===== config.mk =====
export PLATFORM = sky130hd
export DESIGN_NAME = armleocpu_ptw_arbiter
export DESIGN_NICKNAME = d
export VERILOG_FILES = /design/src/rtl/armleocpu_ptw_arbiter.sv
export SDC_FILE = /design/constraint.sdc
export NUM_CORES = 1
export LEC_CHECK = 0
export BUFFER_PORTS_ARGS = -buffer_cell sky130_fd_sc_hd__buf_2
export CAP_MARGIN = 20
export CORE_ASPECT_RATIO = 2
export CORE_MARGIN = 2
export CORE_UTILIZATION = 44
export CTS_CLUSTER_DIAMETER = 80
export DETAILED_ROUTE_END_ITERATION = 8
export GPL_TIMING_DRIVEN = 0
export PLACE_DENSITY = 0.8
export SLEW_MARGIN = 15
export SYNTH_ARGS = -nofsm -noshare
export SYNTH_HDL_FRONTEND = slang
export SYNTH_SLANG_ARGS = --single-unit

===== constraint.sdc =====
create_clock -name clk -period 2.3 [get_ports clk]
set_clock_uncertainty 0.15 [all_clocks]
set_input_delay 0.345 -clock clk [delete_from_list [all_inputs] [get_ports clk]]
set_output_delay 0.345 -clock clk [all_outputs]
set_load 0.01 [all_outputs]

===== src/rtl/armleocpu_ptw_arbiter.sv =====
// rtl/armleocpu_ptw_arbiter.sv - round-robin arbiter sharing one page-table walker between TLB requesters
// Holds the walk request stable until the walker finishes and returns its result as a one-cycle response.
module armleocpu_ptw_arbiter #(
  parameter int NUM_REQ = 2
) (
  input  logic                    clk,
  input  logic                    rst,
  input  logic                    flush,
  input  logic [NUM_REQ-1:0]      req_valid,
  input  logic [20*NUM_REQ-1:0]   req_vaddr,
  output logic [NUM_REQ-1:0]      req_grant,
  output logic [NUM_REQ-1:0]      rsp_done,
  output logic                    rsp_pagefault,
  output logic                    rsp_accessfault,
  output logic [7:0]              rsp_access_bits,
  output logic [21:0]             rsp_physical_address,
  output logic                    ptw_resolve_request,
  output logic [31:0]             ptw_resolve_virtual_address,
  input  logic                    ptw_resolve_done,
  input  logic                    ptw_resolve_pagefault,
  input  logic                    ptw_resolve_accessfault,
  input  logic [7:0]              ptw_resolve_access_bits,
  input  logic [21:0]             ptw_resolve_physical_address
);

  localparam int IW = (NUM_REQ > 1) ? $clog2(NUM_REQ) : 1;

  typedef enum logic [1:0] {S_IDLE, S_WALK, S_RESP} state_t;

  state_t          state_q, state_d;
  logic [IW-1:0]   idx_q, idx_d;
  logic [IW-1:0]   rr_q, rr_d;
  logic            drop_q, drop_d;
  logic [19:0]     vpn_q, vpn_d;
  logic            pf_q, pf_d;
  logic            af_q, af_d;
  logic [7:0]      bits_q, bits_d;
  logic [21:0]     ppn_q, ppn_d;

  logic [19:0]     vpn_slot [NUM_REQ];
  logic            sel_found;
  logic [IW-1:0]   sel_idx;
  logic [IW:0]     cand;
  logic [IW-1:0]   rr_next;

  always_comb begin
    for (int i = 0; i < NUM_REQ; i++) begin
      vpn_slot[i] = req_vaddr[20*i +: 20];
    end
  end

  // Scan upward from the round-robin pointer, wrapping at NUM_REQ.
  always_comb begin
    sel_found = 1'b0;
    sel_idx   = '0;
    cand      = '0;
    for (int k = 0; k < NUM_REQ; k++) begin
      cand = {1'b0, rr_q} + (IW+1)'(k);
      if (cand >= (IW+1)'(NUM_REQ)) begin
        cand = cand - (IW+1)'(NUM_REQ);
      end
      if (!sel_found && req_valid[cand[IW-1:0]]) begin
        sel_found = 1'b1;
        sel_idx   = cand[IW-1:0];
      end
    end
  end

  assign rr_next = (sel_idx == IW'(NUM_REQ - 1)) ? '0 : sel_idx + 1'b1;

  always_comb begin
    state_d = state_q;
    idx_d   = idx_q;
    rr_d    = rr_q;
    drop_d  = drop_q;
    vpn_d   = vpn_q;
    pf_d    = pf_q;
    af_d    = af_q;
    bits_d  = bits_q;
    ppn_d   = ppn_q;
    case (state_q)
      S_IDLE: begin
        if (!flush && sel_found) begin
          idx_d   = sel_idx;
          vpn_d   = vpn_slot[sel_idx];
          rr_d    = rr_next;
          state_d = S_WALK;
        end
      end
      S_WALK: begin
        // The walker cannot be cancelled, so a flush only marks the result as stale.
        if (flush) begin
          drop_d = 1'b1;
        end
        if (ptw_resolve_done) begin
          pf_d    = ptw_resolve_pagefault;
          af_d    = ptw_resolve_accessfault;
          bits_d  = ptw_resolve_access_bits;
          ppn_d   = ptw_resolve_physical_address;
          state_d = S_RESP;
        end
      end
      S_RESP: begin
        drop_d  = 1'b0;
        state_d = S_IDLE;
      end
      default: begin
        state_d = S_IDLE;
      end
    endcase
  end

  always_ff @(posedge clk or posedge rst) begin
    if (rst) begin
      state_q <= S_IDLE;
      idx_q   <= '0;
      rr_q    <= '0;
      drop_q  <= 1'b0;
      vpn_q   <= '0;
      pf_q    <= 1'b0;
      af_q    <= 1'b0;
      bits_q  <= '0;
      ppn_q   <= '0;
    end else begin
      state_q <= state_d;
      idx_q   <= idx_d;
      rr_q    <= rr_d;
      drop_q  <= drop_d;
      vpn_q   <= vpn_d;
      pf_q    <= pf_d;
      af_q    <= af_d;
      bits_q  <= bits_d;
      ppn_q   <= ppn_d;
    end
  end

  always_comb begin
    req_grant = '0;
    rsp_done  = '0;
    for (int i = 0; i < NUM_REQ; i++) begin
      req_grant[i] = (state_q != S_IDLE) && (idx_q == IW'(i));
      rsp_done[i]  = (state_q == S_RESP) && !drop_q && !flush && (idx_q == IW'(i));
    end
  end

  assign ptw_resolve_request         = (state_q == S_WALK);
  assign ptw_resolve_virtual_address = {vpn_q, 12'h000};
  assign rsp_pagefault               = pf_q;
  assign rsp_accessfault             = af_q;
  assign rsp_access_bits             = bits_q;
  assign rsp_physical_address        = ppn_q;

endmodule


==> impl.org, run 1 <==
** Worst setup path
- In this run the worst path has a maximum fanout of 3.
- Biggest cell delay along the critical path :: 390 ps
- The critical path is of the register to primary output type.
- Critical path startpoint category :: register
- The largest individual stage delay along the critical path comes from the cell sky130_fd_sc_hd__dfrtp_1.
- Data on the critical path is required at its endpoint by 1800 ps.
- The worst setup path is captured at a primary output.
- Data arrives at the worst endpoint at 1320 ps.
- The critical path goes through nor2_1 > nor4bb_1 > buf_2.

** Synthesis
- Synthesized area per cell :: 13.3 sq um
- After synthesis the cells add up to 2640 sq um.
- Register area share after synthesis :: 54.1%
- For this run, the number of Yosys warnings is 0.
- The synthesized netlist contains 26 unique library cells.
- Count of flip-flops with a built-in enable after synthesis :: 0
- Post-Syn Instances :: 198
- Flip-flop cell with the highest count after synthesis :: sky130_fd_sc_hd__dfrtp_1
- Ys async rst share :: 100%
- In this run, synthesis produced a sequential element count of 57.

** Clock network
- The clock tree synthesis step divided the H-tree into 3 levels.
- The tree is rooted in a sky130_fd_sc_hd__clkbuf_16.
- Insertion delay of the later-clocked pin in the worst-skew pair :: 310 ps
- CTS tree :: yes
- Post-CTS setup buffers :: 0
- In this run, CTS created clock tree buffers numbering 9.
- Sinks on the clock net :: 57
- In this run the deepest clock path goes through 2 buffers.
- Number of gates resized after cts :: 0
- Buffers inserted to repair hold after CTS numbered 0.
- Clock slew at reported path FFs :: 50 ps

** Routing
- Final antenna-violating net count :: 0
- For this block, the initial DRC count from the detailed router was 122.
- After detailed routing, the number of remaining DRC violations is 15.
- Detailed-router iteration count before antenna repair :: 6
- In the final routed layout, each cell accounts on average for 14.7 um.
- Across all layers, the routed design uses 2113 vias.
- In the routed layout, each cell is associated on average with a via count of 5.01.
- After detailed routing, the total wire length is 6190 um.

** Place
- Once detailed placement completed, the half-perimeter wirelength came to 4660 um.
- RD Place Congestion :: 0.860
- Quantity of I/O buffers inserted on ports :: 134
- At the placement stage, the worst setup path has a slack of 604 ps.

** Timing
- Final Cycle Share :: 78.8%
- Achievable frequency :: 552 MHz
- Setup Total Neg Slack :: 0 ps
- The number of pins with negative max-slew slack in the final report came to 0.
- Measured against its own limit, the worst slew margin works out to 49.0%.
- At the pin with the least slew margin, the transition time is 764 ps.
- In the post-route analysis, the smallest setup slack over all paths is 489 ps.
- RSZ-0062 raised after global routing :: false
- Final number of hold-violating endpoints :: 0
- Clock period minus worst slack :: 1810 ps
- Setup violations remaining at the end of the flow were counted as 0.
- Hold slack :: 23.4 ps

** Global routing
- GRT Resource Usage Total :: 19.5%
- Vias in the first global route :: 2179
- In the global route stage, met2 resource usage came out at 30.1%.
- After global routing the overflow that remains totals 0.
- The first global-routing pass estimated 9980 um of wire.
- Global routing consumed, on the met1 layer, 25.5% of the routing resources.
- In this run the most used layer during global routing was met2.
- Antenna violations before repair :: 0
- Met3 Resource Use GR :: 5.22%
- Largest net degree at the start of global routing :: 36

** Power
- Across the VDD grid, the largest voltage drop is 0.742 mV.
- Leakage power summed over all cells :: 2.05 nW
- Pwr Density :: 1220 nW/um^2

** Floorplan
- The core region is 5910 sq um.
- Placement Rows :: 40
- Area enclosed by the die boundary :: 6670 sq um
- Count of pins on the block boundary :: 147
- For this configuration, the core starts out at a cell density of 44.7%.
- Height of the chip :: 114 um
- Measured along the x axis, the die boundary spans 58.8 um.

** Final layout
- Diode insertion count for antenna repair :: 0
- The library cell used most frequently in the layout, excluding fill and tap cells, is sky130_fd_sc_hd__buf_2.
- The final layout contains 433 nets.
- Synthesis-to-finish area growth :: 42.2%
- Of the cells placed in the final design, the portion with a size suffix greater than 1 is 58.8%.
- In the layout the commonest cells are sky130_fd_sc_hd__buf_2, sky130_fd_sc_hd__dfrtp_1, sky130_fd_sc_hd__mux2_4.

** Status
- The run finished, with violations left.
- Violated checks :: design-rule violations

** Min path
- The tightest min-delay check is of the input pin to asynchronous set/reset pin type.

** Flow run
- Max-cap violations :: 0
metal layers:
| layer | share of wire, % | routed length [um] | vias up |
|---|---|---|---|
| li1 | - | - | 1002 |
| met1 | 42 | 2600 | 981 |
| met2 | 47 | 2890 | 124 |
| met3 | 10 | 631 | 6 |
| met4 | 1.1 | 65 | 0 |
| met5 | 0 | 0 | - |
synth_stat cells, drive strengths merged, types with 2 or more instances:
master	n	share of area [%]
nand2	22	3.4
mux2	32	18
clkbuf	3	0.43
a21o	2	0.57
o21ai	3	0.71
nor2b	2	0.47
nor2	3	0.43
buf	22	7.0
nor3	20	4.4
a221o	20	7.6
and4b	2	0.76
inv	3	0.43
dfrtp	57	54
through the flow:
stage / power [mW] / util [%] / instances / cell area, sq um
final: 4.59 / 63.6 / 422 / 3750
after global routing: 4.86 / 63.6 / 422 / 3750
after CTS: 4.66 / 63.6 / 422 / 3750
after detailed placement: 3.32 / 58.5 / 407 / 3460
after global placement: 3.26 / 58.1 / 406 / 3430
after floorplan: 2.67 / - / 209 / 2680
power breakdown:
part | total, mW | switching [mW] | internal (mW) | leakage [nW]
registers | 1.70 | 0.254 | 1.44 | 0.684
logic | 1.61 | 0.704 | 0.904 | 1.22
clock network | 1.29 | 0.406 | 0.884 | 0.148
total | 4.59 | 1.36 | 3.23 | 2.05
cell type report:
type | instances | area (sq um)
Clock buffer | 12 | 256
Timing Repair Buffer | 135 | 698
Tap cell | 63 | 78.8
Inverter | 3 | 11.3
Fill cell | 478 | 2150
Clock inverter | 3 | 40.0
Multi-Input combinational cell | 124 | 1050
Buffer | 25 | 195
Sequential cell | 57 | 1430
logic make-up (layout without fill, tap and decap cells):
family,Yosys count,count (layout),share of synthesized area [%]
mux,32,32,17.8
flops,57,57,54.1
buf+inv,28,178,7.82
other cells,1,12,0.142
simple gates,54,54,11.1
compound gates,26,26,9.06
worst max-delay path: cells and delay by family, from the launching register on:
family                 cells  cell delay, ps
flip-flops                 1             390
AND/OR/NAND/NOR            2             430
buffers and inverters      1             180
path summary, 6_finish.rpt:
check / from / to / slack [ps] / depth (start not counted)
hold reg to reg: rsp_physical_address[3] / rsp_physical_address[3] / 350 / 1
hold / removal: rst / rsp_physical_address[11] / 20 / 2
min in group clk: req_vaddr[3] / vpn_q[3] / 110 / 2
setup / recovery: drop_q / rsp_done[0] / 490 / 3
setup reg to reg: state_q[0] / vpn_q[11] / 600 / 4
max in group asynchronous: rst / vpn_q[12] / 1410 / 3
state kept, by name (all words and copies together), names as in the netlist:
signal / flops
rr_q: 1
vpn_q: 20
rsp_accessfault: 1
state_q: 2
drop_q: 1
rsp_physical_address: 22
idx_q: 1
rsp_pagefault: 1
rsp_access_bits: 8
(Power assumes the default switching activity.)
==> run 2: changes to the inputs <==
Settings changed: ABC_AREA set to 1, CORE_UTILIZATION 44 to 40, PLACE_DENSITY 0.8 to 0.76.
Clock period 2.3 ns to 1.5 ns, I/O delays scaled along.
==> impl.org, run 2 <==
** Synthesis
- Of the post-synthesis cell area, the dominant cell type holds 54.5%.
- Sequential cells were found to cover 54.5% of the synthesized design area.
- Synthesis inferred 57 register bits.
- Count of flip-flops with a built-in enable after synthesis :: 0
- Cell area after technology mapping :: 2620 sq um
- Flip-flop cell with the highest count after synthesis :: sky130_fd_sc_hd__dfrtp_1
- Number of distinct library cell variants in the gate-level netlist after synthesis :: 19
- Ys async rst share :: 100%
- Post-Syn Instances :: 333
- During synthesis, Yosys emitted a total of 0 warnings.
- In the post-synthesis netlist, the biggest area contributors are sky130_fd_sc_hd__dfrtp_1, sky130_fd_sc_hd__nand2_1, sky130_fd_sc_hd__buf_4.
- The commonest cells after synthesis are sky130_fd_sc_hd__nand2_1, sky130_fd_sc_hd__dfrtp_1, sky130_fd_sc_hd__nand3_1, sky130_fd_sc_hd__buf_4.
- In the post-synthesis netlist, the cell with the most instances is sky130_fd_sc_hd__nand2_1.
- The largest total area in the synthesized netlist belongs to sky130_fd_sc_hd__dfrtp_1.
- Synthesized area per cell :: 7.86 sq um

** Floorplan
- Height of the chip :: 118 um
- The die is 61.2 um wide.
- The die covers 7240 sq um.
- Count of pins on the block boundary :: 147
- The initial utilization of the core area, before any placement, comes to 41.5%.
- Placement Rows :: 41
- Core area :: 6310 sq um

** Final layout
- Synthesis-to-finish area growth :: 56.4%
- Diode insertion count for antenna repair :: 0
- Core occupancy in the finished layout :: 64.8%
- The register with the most flip-flops in the layout has 22 of them.
- In the layout the commonest cells are sky130_fd_sc_hd__nand2_1, sky130_fd_sc_hd__buf_2, sky130_fd_sc_hd__dfrtp_1.
- Of the cells placed in the final design, the portion with a size suffix greater than 1 is 36.0%.
- Leaving out fill and tap cells, the most frequent cell in the layout is sky130_fd_sc_hd__nand2_1.
- For this run, the post-layout net count is 604.
- Final standard cell area without fillers :: 4090 sq um
- Number of non-filler instances in the completed layout :: 616

** Clock network
- Insertion delay of the later-clocked pin in the worst-skew pair :: 310 ps
- The root buffer cell chosen for the clock tree is sky130_fd_sc_hd__clkbuf_16.
- Depth of the CTS H-tree :: 3
- In this run, CTS created clock tree buffers numbering 9.
- The tree built by TritonCTS fans out to 57 sinks.
- Worst-case clock buffer depth :: 2
- CTS tree :: yes
- Clock slew at reported path FFs :: 50 ps

** Worst setup path
- The largest single stage delay on the critical path is 390 ps.
- Data arrives at the worst endpoint at 1130 ps.
- Of all nets on the critical path, the largest fanout is 2.
- The signal on the critical path passes through nor2_2 > nand2_1 > nor2_1 > buf_2.
- The worst setup path is launched from a register.
- Setup CP Type :: register to primary output
- For this design, the slowest cell found on the critical path is sky130_fd_sc_hd__dfrtp_1.
- The worst setup path is captured at a primary output.
- STA puts the critical path data required time at 1120 ps.

** Power
- The internal power of the cells totals 4.29 mW.
- Worst IR Drop VDD :: 1.13 mV
- Fraction of power spent switching nets :: 34.6%
- Pwr Density :: 1600 nW/um^2
- Leakage power summed over all cells :: 2.44 nW
- Combinational power share :: 34.8%
- Clock share of power :: 27.1%
- Register share of total power :: 38.1%
- Total power for the finished layout comes to 6.56 mW.
- Net switching power figure :: 2.27 mW

** Routing
- Ratio of routed vias to standard cells :: 4.46
- In the routed design, unresolved DRC markers number 0.
- Total wire length after detailed routing :: 7550 um
- The routed layout has 2749 vias.
- Detailed-router iteration count before antenna repair :: 4
- After the first detailed-routing iteration, the DRC count stood at 148.
- Final antenna-violating net count :: 0
- Average detailed-routed wire length per instance :: 12.3 um

** Global routing
- The via count of the first global-routing pass is 2721.
- In the global route stage, overall resource usage came out at 21.9%.
- The initial antenna violation count is 0.
- Wire length of the first global-routing pass :: 11800 um
- Largest net degree at the start of global routing :: 32
- Total gr overflow :: 0

** Timing
- Pins Over Slew Limit :: 0
- Transition time at the pin with the least slew margin :: 626 ps
- The final hold violation count came to 0.
- Setup slack after layout :: -1.06 ps
- The worst path in the final design needs a cycle of 1500 ps, including I/O delays and setup.
- Static timing analysis puts the maximum clock frequency at 666 MHz.
- Headroom to the max-slew limit came out at 58.2%.
- Final Setup Violations :: 1
- Final Cycle Share :: 100%
- RSZ-0062 raised after global routing :: true

** Flow run
- Across the run, the number of max-cap violations was 0.

** Place
- The HPWL after detailed placement is 5450 um.
- The placed instances occupy a cell area of 3460 sq um.
- At the end of routability-driven placement, the weighted congestion stood at 0.772.
- Input and output buffers added on the ports amount to 134.
- Cell Count Post-Placement :: 565

** Status
- The run finished, with violations left.
- Violated checks :: negative setup slack

** Min path
- The path class of the tightest hold or removal check is input pin to register.
-- run 2: cell type report --
cell class	instances	area (sq um)
Tap cell	86	108
Sequential cell	57	1430
Buffer	28	205
Fill cell	535	2220
Clock buffer	11	243
Inverter	8	36.3
Multi-Input combinational cell	251	1000
Clock inverter	4	20.0
Timing Repair Buffer	171	1050
-- run 2: per-layer routing --
metal / global-route usage, % / part of all wire [%] / vias to the layer above
met5: 0 / 0 / -
met4: 9.78 / 2.6 / 0
met1: 20.6 / 35 / 1240
met3: 5.80 / 6.0 / 15
met2: 40.4 / 56 / 122
li1: - / - / 1372
-- run 2: critical path: cells and delay by family (launching register included) --
family | cells | cell delay, ps
simple gates | 3 | 290
flops | 1 | 390
buf+inv | 1 | 130
-- run 2: metrics by stage --
stage                     hold slack, ps  setup TNS, ps  worst slack, ps
final                               45.4          -1.06            -1.06
after global routing                57.9           -178            -74.0
after CTS                           34.0          -11.8            -9.54
after detailed placement             181              0              167
after global placement               267              0              105
after floorplan                      161              0              281
-- run 2: final timing paths --
| kind | start | endpoint | slack (ps) | cells after the start |
|---|---|---|---|---|
| worst min register to register | rsp_physical_address[17] | rsp_physical_address[17] | 320 | 2 |
| worst max-delay path | state_q[0] | rsp_done[1] | -1 | 4 |
| min in group asynchronous | rst | vpn_q[10] | 400 | 3 |
| worst max register to register | state_q[1] | rsp_physical_address[8] | 80 | 6 |
| max in group asynchronous | rst | rsp_physical_address[3] | 250 | 4 |
| worst min-delay path | req_vaddr[17] | vpn_q[17] | 50 | 5 |
-- run 2: power by group through the flow --
stage / sequential, mW / clock [mW] / combinational [mW]
after floorplan: 2.78 / 0 / 0.923
after detailed placement: 2.49 / 0 / 2.19
after global placement: 2.49 / 0 / 2.13
final: 2.50 / 1.77 / 2.29
after CTS: 2.49 / 1.83 / 2.29
after global routing: 2.57 / 1.89 / 2.55
-- run 2: timing repair --
item / in CTS / in global routing
setup buffers: 2 / 0
hold buffers: 34 / 0
endpoints found under the hold margin: 59 / 0
setup endpoints to repair: 4 / 9
pin swaps: 2 / 3
resized for setup: 3 / 1
-- run 2: cells by family (layout without fill, tap and decap cells) --
| logic type | after synthesis | after routing | synth area share (%) |
|---|---|---|---|
| other | 1 | 12 | 0.143 |
| DFF | 57 | 57 | 54.5 |
| and+or+nand+nor | 237 | 237 | 35.8 |
| AOI/OAI and AO/OA | 2 | 2 | 0.478 |
| buffers and inverters | 36 | 222 | 9.09 |
==> run 3: changes to the inputs <==
Settings changed: BUFFER_PORTS_ARGS -buffer_cell sky130_fd_sc_hd__buf_2 to -buffer_cell sky130_fd_sc_hd__buf_4.
==> impl.org, run 3 (synthesis gave the netlist of run 2 again) <==
** Timing
- The final hold violation count came to 0.
- Across all setup checks in the final design, the least slack found is -34.6 ps.
- Achievable frequency :: 652 MHz
- RSZ-0062 raised after global routing :: true
- Pins Over Slew Limit :: 0
- Final Setup Violations :: 5
- Final Cycle Share :: 102%
- For the pin with the worst max-slew slack, the measured transition is 669 ps.
- After layout, the minimum clock period comes to 1530 ps.
- Max-slew headroom :: 55.3%

** Worst setup path
- Counting cells, the worst reg-to-reg path comes to 9.
- Maximum fanout along the worst path :: 3
- At the worst endpoint, the required time is 1120 ps.
- The worst setup path is captured at a primary output.
- The worst setup path is of the register to primary output kind.
- Critical path startpoint category :: register
- Critical path data arrival time :: 1160 ps

** Clock network
- Sinks on the clock net :: 57
- No sink is reached through more buffers than the 2 on the longest clock path.
- Counting the buffers created by CTS gives 9.
- CTS tree :: yes
- Clock-pin slew was measured on the worst setup and hold paths at 50 ps.
- Insertion delay of the later-clocked pin in the worst-skew pair :: 320 ps
- Clock Root Buffer :: sky130_fd_sc_hd__clkbuf_16
- Depth of the CTS H-tree :: 3

** Floorplan
- Area enclosed by the die boundary :: 7240 sq um
- The die is 118 um tall.
- Once the floorplan was initialized, standard cells occupied 41.5% of the core.
- 147 I/O pins were placed.
- X dimension of the die :: 61.2 um
- Placement Rows :: 41
- Core area :: 6310 sq um

** Routing
- Total via count in the routed design :: 2807
- For this run, design rule violations remaining after detail routing come to 0.
- Before antenna repair, the detailed router went through 4 iterations.
- The detailed router finished its first iteration with 104 violations.
- After detailed routing, the average wire length per cell comes to 13.5 um.
- Ratio of routed vias to standard cells :: 4.52
- The final layout contains routed wiring with a total length of 8350 um.
- Final antenna-violating net count :: 0

** Power
- Summed over all cells, the static leakage comes to 2.58 nW.
- Pwr Density :: 1620 nW/um^2
- Worst IR Drop VDD :: 1.28 mV

** Status
- The final reports fail on negative setup slack.
- The run finished, with violations left.

** Global routing
- Summed over all layers, the global routing overflow is 0.
- Wire length of the first global-routing pass :: 13000 um
- The initial antenna violation count came to 0.
- Vias in the first global route :: 2846
- Entering global routing, the biggest net connects 31 pins.
- GRT Resource Usage Total :: 24.1%

** Final layout
- Cells fill 71.4% of the core in the end.
- Leaving out fill and tap cells, the most frequent cell in the layout is sky130_fd_sc_hd__nand2_1.
- Leaving out filler cells and counting taps, the final layout contains 621.
- 0 antenna diodes ended up in the layout.
- Commonest cells after routing, fill and taps aside :: sky130_fd_sc_hd__nand2_1, sky130_fd_sc_hd__buf_4, sky130_fd_sc_hd__dfrtp_1
- After the last flow step, the layout net total stands at 608.
- The register with the most flip-flops in the layout has 22 of them.
- From synthesis to final layout, the design area changed by 72.2%.
- Layout cell share with drive strength beyond 1 :: 37.2%
- Final standard cell area without fillers :: 4510 sq um

** Min path
- Counting instances, the worst hold path has a depth of 5.
- The min-delay analysis places its worst path in the category input pin to register.

** Place
- The congestion estimate from routability-driven global placement came to 0.815.
- Counting tap cells, the placed design contains a total of 565 instances.
- Quantity of I/O buffers inserted on ports :: 134
- The placed instances occupy a cell area of 3790 sq um.
- Half-perimeter wire length after detailed placement :: 5710 um

** Flow run
- Max-cap violations :: 0
[run 3: changes by cell type in the layout (fill, tap and decap cells not counted)]
cell,before,now
sky130_fd_sc_hd__nor2_1,6,5
sky130_fd_sc_hd__nand2_4,1,2
sky130_fd_sc_hd__nand2_1,203,202
sky130_fd_sc_hd__nor2_4,1,2
sky130_fd_sc_hd__buf_2,141,7
sky130_fd_sc_hd__clkbuf_1,1,0
sky130_fd_sc_hd__clkinvlp_4,1,2
sky130_fd_sc_hd__buf_4,16,154
sky130_fd_sc_hd__bufinv_16,0,1
[run 3: critical path, stage by stage (launching register included)]
cell and delay [ps]:
sky130_fd_sc_hd__dfrtp_1 420, sky130_fd_sc_hd__inv_2 120, sky130_fd_sc_hd__nand2_2 60, sky130_fd_sc_hd__inv_2 60
sky130_fd_sc_hd__nor2_1 40, sky130_fd_sc_hd__buf_4 140
[run 3: layer usage]
metal / vias to the layer above / routed length, um / track usage, %
li1: 1380 / - / -
met1: 1290 / 2770 / 22.1
met2: 124 / 4820 / 45.2
met3: 13 / 600 / 7.55
met4: 0 / 162 / 8.97
met5: - / 0 / 0
[run 3: timing repair]
action / in CTS / in global routing
pin swaps: 1 / 0
setup endpoints to repair: 4 / 12
hold endpoints to repair: 62 / 0
hold buffers: 34 / 0
gates resized for setup: 3 / 7
setup buffers: 3 / 3
[run 3: path summary, 6_finish.rpt]
kind	from	endpoint	slack, ps
max in group asynchronous	rst	rsp_physical_address[14]	230
min	req_vaddr[13]	vpn_q[13]	40
min in group asynchronous	rst	vpn_q[15]	420
max reg2reg	state_q[0]	vpn_q[15]	70
min reg2reg	rr_q	rr_q	330
max	state_q[0]	req_grant[0]	-30
[run 3: cell type report]
cell class | count | area [sq um]
tap | 86 | 108
fill | 481 | 1800
multi-input combinational | 251 | 1020
sequential | 57 | 1430
clock inverter | 6 | 57.6
clock buffer | 10 | 239
timing repair buffer | 175 | 1420
buffer | 28 | 208
inverter | 8 | 36.3
[run 3: report_power, final]
group          switching (mW)  internal (mW)  leakage, nW
registers               0.379           2.16        0.712
logic                    1.37           1.40         1.72
clock network           0.677           1.31        0.148
total                    2.42           4.87         2.58
[run 3: metrics by stage]
stage	setup WS, ps	hold slack (ps)	setup TNS [ps]	power, mW
after detailed placement	177	212	0	5.11
after floorplan	281	161	0	3.71
after CTS	-35.6	30.6	-63.8	7.24
after global placement	78.6	265	0	5.04
after global routing	-86.8	58.6	-451	7.76
final	-34.6	39.1	-93.8	7.30
